===== src/rtl/decoder_stream.sv =====
// Streaming one-hot decoder: (flag,index) codes in, one-hot words out through a
// 2-entry registered FIFO, with saturating counts of good and error codes.
module decoder_stream #(
    parameter int N_OUT = 8,
    parameter int IDX_W = $clog2(N_OUT),
    parameter int CNT_W = 8
) (
    input  logic             clk,
    input  logic             rst_n,
    input  logic             in_valid,
    output logic             in_ready,
    input  logic [IDX_W:0]   in_code,
    output logic             out_valid,
    input  logic             out_ready,
    output logic [N_OUT-1:0] out_d,
    output logic             out_err,
    input  logic             cnt_clr,
    output logic [CNT_W-1:0] dec_cnt,
    output logic [CNT_W-1:0] err_cnt
);

    typedef enum logic [1:0] {
        EMPTY = 2'd0,
        ONE   = 2'd1,
        FULL  = 2'd2
    } state_t;

    localparam logic [IDX_W:0] IDX_LIMIT = (IDX_W + 1)'(N_OUT);

    state_t             state_q, state_d;
    logic [N_OUT-1:0]   head_d_q, head_d_d;
    logic               head_err_q, head_err_d;
    logic [N_OUT-1:0]   tail_d_q, tail_d_d;
    logic               tail_err_q, tail_err_d;
    logic [CNT_W-1:0]   dec_cnt_q, dec_cnt_d;
    logic [CNT_W-1:0]   err_cnt_q, err_cnt_d;

    logic               push, pop, code_good;
    logic [N_OUT-1:0]   new_d;

    assign in_ready  = (state_q != FULL);
    assign out_valid = (state_q != EMPTY);
    assign out_d     = head_d_q;
    assign out_err   = head_err_q;
    assign dec_cnt   = dec_cnt_q;
    assign err_cnt   = err_cnt_q;

    assign push      = in_valid && in_ready;
    assign pop       = out_valid && out_ready;
    // An index beyond N_OUT is only reachable when N_OUT is not a power of two.
    assign code_good = in_code[IDX_W] && ({1'b0, in_code[IDX_W-1:0]} < IDX_LIMIT);
    assign new_d     = code_good ? ({{(N_OUT-1){1'b0}}, 1'b1} << in_code[IDX_W-1:0]) : '0;

    always_comb begin
        state_d    = state_q;
        head_d_d   = head_d_q;
        head_err_d = head_err_q;
        tail_d_d   = tail_d_q;
        tail_err_d = tail_err_q;
        unique case (state_q)
            EMPTY: begin
                if (push) begin
                    head_d_d   = new_d;
                    head_err_d = !code_good;
                    state_d    = ONE;
                end
            end
            ONE: begin
                if (push && pop) begin
                    head_d_d   = new_d;
                    head_err_d = !code_good;
                end else if (push) begin
                    tail_d_d   = new_d;
                    tail_err_d = !code_good;
                    state_d    = FULL;
                end else if (pop) begin
                    // Clearing the head keeps out_d/out_err at zero while empty.
                    head_d_d   = '0;
                    head_err_d = 1'b0;
                    state_d    = EMPTY;
                end
            end
            FULL: begin
                if (pop) begin
                    head_d_d   = tail_d_q;
                    head_err_d = tail_err_q;
                    tail_d_d   = '0;
                    tail_err_d = 1'b0;
                    state_d    = ONE;
                end
            end
            default: state_d = EMPTY;
        endcase
    end

    always_comb begin
        dec_cnt_d = dec_cnt_q;
        err_cnt_d = err_cnt_q;
        if (cnt_clr) begin
            dec_cnt_d = '0;
            err_cnt_d = '0;
        end else if (push) begin
            if (code_good && dec_cnt_q != '1) dec_cnt_d = dec_cnt_q + 1'b1;
            if (!code_good && err_cnt_q != '1) err_cnt_d = err_cnt_q + 1'b1;
        end
    end

    always_ff @(posedge clk or negedge rst_n) begin
        if (!rst_n) begin
            state_q    <= EMPTY;
            head_d_q   <= '0;
            head_err_q <= 1'b0;
            tail_d_q   <= '0;
            tail_err_q <= 1'b0;
            dec_cnt_q  <= '0;
            err_cnt_q  <= '0;
        end else begin
            state_q    <= state_d;
            head_d_q   <= head_d_d;
            head_err_q <= head_err_d;
            tail_d_q   <= tail_d_d;
            tail_err_q <= tail_err_d;
            dec_cnt_q  <= dec_cnt_d;
            err_cnt_q  <= err_cnt_d;
        end
    end

endmodule


===== config.mk =====
export PLATFORM = sky130hd
export DESIGN_NAME = decoder_stream
export DESIGN_NICKNAME = d
export VERILOG_FILES = /design/src/rtl/decoder_stream.sv
export SDC_FILE = /design/constraint.sdc
export NUM_CORES = 1
export LEC_CHECK = 0
export CAP_MARGIN = 0
export CORE_UTILIZATION = 52
export DETAILED_ROUTE_END_ITERATION = 8
export HOLD_SLACK_MARGIN = 0.05
export PLACE_DENSITY = 0.79
export SETUP_SLACK_MARGIN = 0.2
export SLEW_MARGIN = 20
export SYNTH_ARGS = -nofsm -noshare
export SYNTH_HDL_FRONTEND = slang
export SYNTH_SLANG_ARGS = --single-unit

===== constraint.sdc =====
create_clock -name clk -period 2.53 [get_ports clk]
set_clock_uncertainty 0.15 [all_clocks]
set_input_delay 0.506 -clock clk [delete_from_list [all_inputs] [get_ports clk]]
set_output_delay 0.506 -clock clk [all_outputs]
set_load 0.005 [all_outputs]

==> impl_results.md <==
- Status: complete, no violations
- Die Area: just over 4000 um2
- CTS tree: done
- Psw: around 630 uW
- Min Clock Period, post-route: 2.27 ns
- Syn Area/Cell: 10.3 um2
- Initial antenna violation count: 0
- Routability congestion estimate: 0.837
- Hold Path Class: flip-flop to flip-flop
- Seq/Total Area, Yosys: 44.6%
- Worst Setup End Kind: output pin
- R2R setup slack: 0.38 ns
- Vias in the first global route: 1624
- Sw Share: a little under a third
- R2r worst-path depth: 7
- Yosys cell types: 48
- Critical path arrival: around 1.6 ns
- Power Density: between 700 and 800 nW/um2
- Pin count of the biggest net entering global routing: 37
- Root Driver: clkbuf_8
- Crit Reg-Reg Startpoint: state_q[0]
- Lkg Pwr: roughly 0.0011 uW
- Number of flops mapped to enable cells by yosys: 0
- Fin. max-slew vios: 0
- R2r endpoint: out_d[4]
- Final Hold Viols: 0
- Buffers on Ports: 35
- Core area: around 3700 um2
- Die W: ~64 um
- Remaining global-route overflow: 0
- Fin Setup TNS: 0 ns
- Post-synthesis cell count: 196
- Final hold slack: around 0.35 ns
- H-tree depth: 2
- Synthesized area: roughly 2000 um2
- Detailed-route DRC error count: 0
- # nets final: 253
- Part of the cycle the worst path needs: 89.9%
- Skew-Pair Late Insertion Delay: just under 0.3 ns
- Worst slew pin tran: ~0.45 ns
- Hold path endpoint: out_d[1]
- Top FF cell, synth: dfrtp_1
- Max incr delay on CP: ~0.50 ns
- Seq cells post-synth: 36
- Hold_sp: out_d[1]
- Drt initial violations: between 80 and 90
- Crit path max-delay cell type: clkdlybuf4s50_1
- Dpl hpwl: approximately 3000 um
- Final ANT Viol Nets: 0
- Share of cells above drive strength 1: 18.6%
- Longest Clk Path Bufs: 2
- Via count: 1636
- Die height: 64.3 um
- Share of flip-flops with an asynchronous set or reset: 100%
- First-pass GRT wire length: 7330 um
- Max-cap viol count: 0
- Worst VDD drop: between 0.3 and 0.4 mV
- Worst Path Max Fanout: 5
- DR WL/cell: ~15 um
- Hold Path Depth: 1
- Cell taking the most area after synthesis: dfrtp_1
- Diode count: 0
- Logic pwr share: between 30% and 40%
- Yosys top cell area share: 44.6%
- Clock Sinks: 36
- Total CTS buffers: 5
- Drt via density: 5.74
- Clock transition at the registers of the reported paths: around 0.080 ns
- Site Rows: 22
- Synthesized Nets: between 200 and 250
- Area growth, synth to finish: 26.9%
- GR Util All Layers: between 20 and 25%
- Int Pwr: 1390 uW
- Initial cell density of the core: between 50% and 60%
- RSZ-0062 raised after global routing: yes
- Rel. slew slack: 69.9%
- Worst path most repeated cell: inv_1
- IO Pins: 36
- Critical-path cell list: inv_1 -> ha_1 -> inv_1 -> clkdlybuf4s50_1
- Area contributors post-synth: dfrtp_1 45%, mux2_2 10%, ha_1 4.3%
- Clk pwr share: between 20% and 30%
- Fin util: 69.4%
- Flop pwr share: 38.4%
- Critical path class: flip-flop to output pin
- Setup crit start kind: flip-flop
- Yosys Warn Count: 0
- Max frequency: 440 MHz
- Router iterations before antenna repair: 4
- Crit path required time: roughly 1.9 ns
- # setup viols final: 0
- Total wire length: between 4000 and 5000 um
power by group through the flow:
stage               Clock, uW  Combinational, uW  Sequential [uW]
floorplan                   0                484              780
global placement            0                749              786
detailed placement          0                769              790
CTS                       452                790              776
global route              478                865              790
finish                    448                795              775
area by class of cell:
class	count	area, um2
clock buffer	7	96.3
fill	295	1130
inverter	6	22.5
multi-input combinational	146	1060
sequential	36	902
tap	48	60.1
timing repair buffer	42	415
synth_stat cells (all sizes together), types with 2 or more instances:
| library cell | count |
|---|---|
| nor2 | 20 |
| nand2 | 15 |
| inv | 6 |
| and3b | 2 |
| mux2i | 3 |
| dfrtp | 36 |
| a21oi | 5 |
| buf | 4 |
| o31ai | 2 |
| and2 | 2 |
| nor3b | 2 |
| or3 | 2 |
| a31oi | 2 |
| a211oi | 3 |
| nand3 | 7 |
| nand2b | 4 |
| ha | 7 |
| and4bb | 2 |
| nor3 | 3 |
| o211ai | 3 |
| o21ai | 14 |
| clkbuf | 4 |
| mux2 | 18 |
| xnor2 | 5 |
| nand4 | 2 |
| nor2b | 2 |
| a32o | 2 |
| xor2 | 4 |
placed cells by master (no fill, tap or decap), drive strengths merged, types with 6 or more instances in the layout:
master / netlist / final
dfrtp: 36 / 36
clkdlybuf4s50: 0 / 35
nor2: 20 / 20
mux2: 18 / 18
nand2: 15 / 15
o21ai: 14 / 14
nand3: 7 / 7
clkbuf: 4 / 7
ha: 7 / 7
buf: 4 / 7
inv: 6 / 6
worst max-delay path: cells and delay by family, from the launching register on:
kind / cells / cell delay (ns)
fa+ha+maj: 1 / 0.25
buf+inv: 3 / 0.67
flops: 1 / 0.41
worst max path at each step:
stage | start | to | depth (start not counted)
after global routing | state_q[1] | out_valid | 4
after floorplan | state_q[0] | dec_cnt[4] | 7
after CTS | state_q[1] | out_valid | 4
final | state_q[1] | out_valid | 4
after global placement | in_valid | out_d[3] | 5
after detailed placement | in_code[3] | out_d[1] | 5
metrics by stage:
step	instance area (um2)	setup WS [ns]	instances	total power (uW)
2_1_floorplan	2020	0.564	196	1260
5_1_grt	2560	0.170	285	2130
3_5_place_dp	2450	0.128	277	1560
6_report	2560	0.256	285	2020
4_1_cts	2550	0.202	285	2020
3_3_place_gp	2450	0.140	277	1540
cells by family after synthesis:
group / count (synthesis) / share of synthesized area, %
xor gates and xnor gates: 9 / 3.91
and+or+nand+nor: 71 / 19.2
buffers and inverters: 14 / 3.10
AOI/OAI and AO/OA: 38 / 13.3
DFF: 36 / 44.6
muxes: 21 / 11.5
adders and majority gates: 7 / 4.34
sequential cells by signal, indices dropped and copies added, names as in the netlist:
register / count
out_d: 8
dec_cnt: 8
tail_err_q: 1
err_cnt: 8
tail_d_q: 8
out_err: 1
state_q: 2
repair_timing:
item | in CTS | in global routing
hold buffers | 0 | 0
gates resized for setup | 0 | 4
gates cloned | 0 | 0
hold endpoints to repair | 0 | 0
setup endpoints to repair | 1 | 4
buffers inserted | 1 | 0
per-layer routing:
layer / track usage (%) / up-vias / wire, um
met5: 0 / - / 0
met4: 8.33 / 0 / 42
met3: 5.71 / 7 / 225
met2: 37.1 / 52 / 1990
met1: 29.2 / 795 / 1990
li1: - / 782 / -
(Power assumes the default switching activity.)
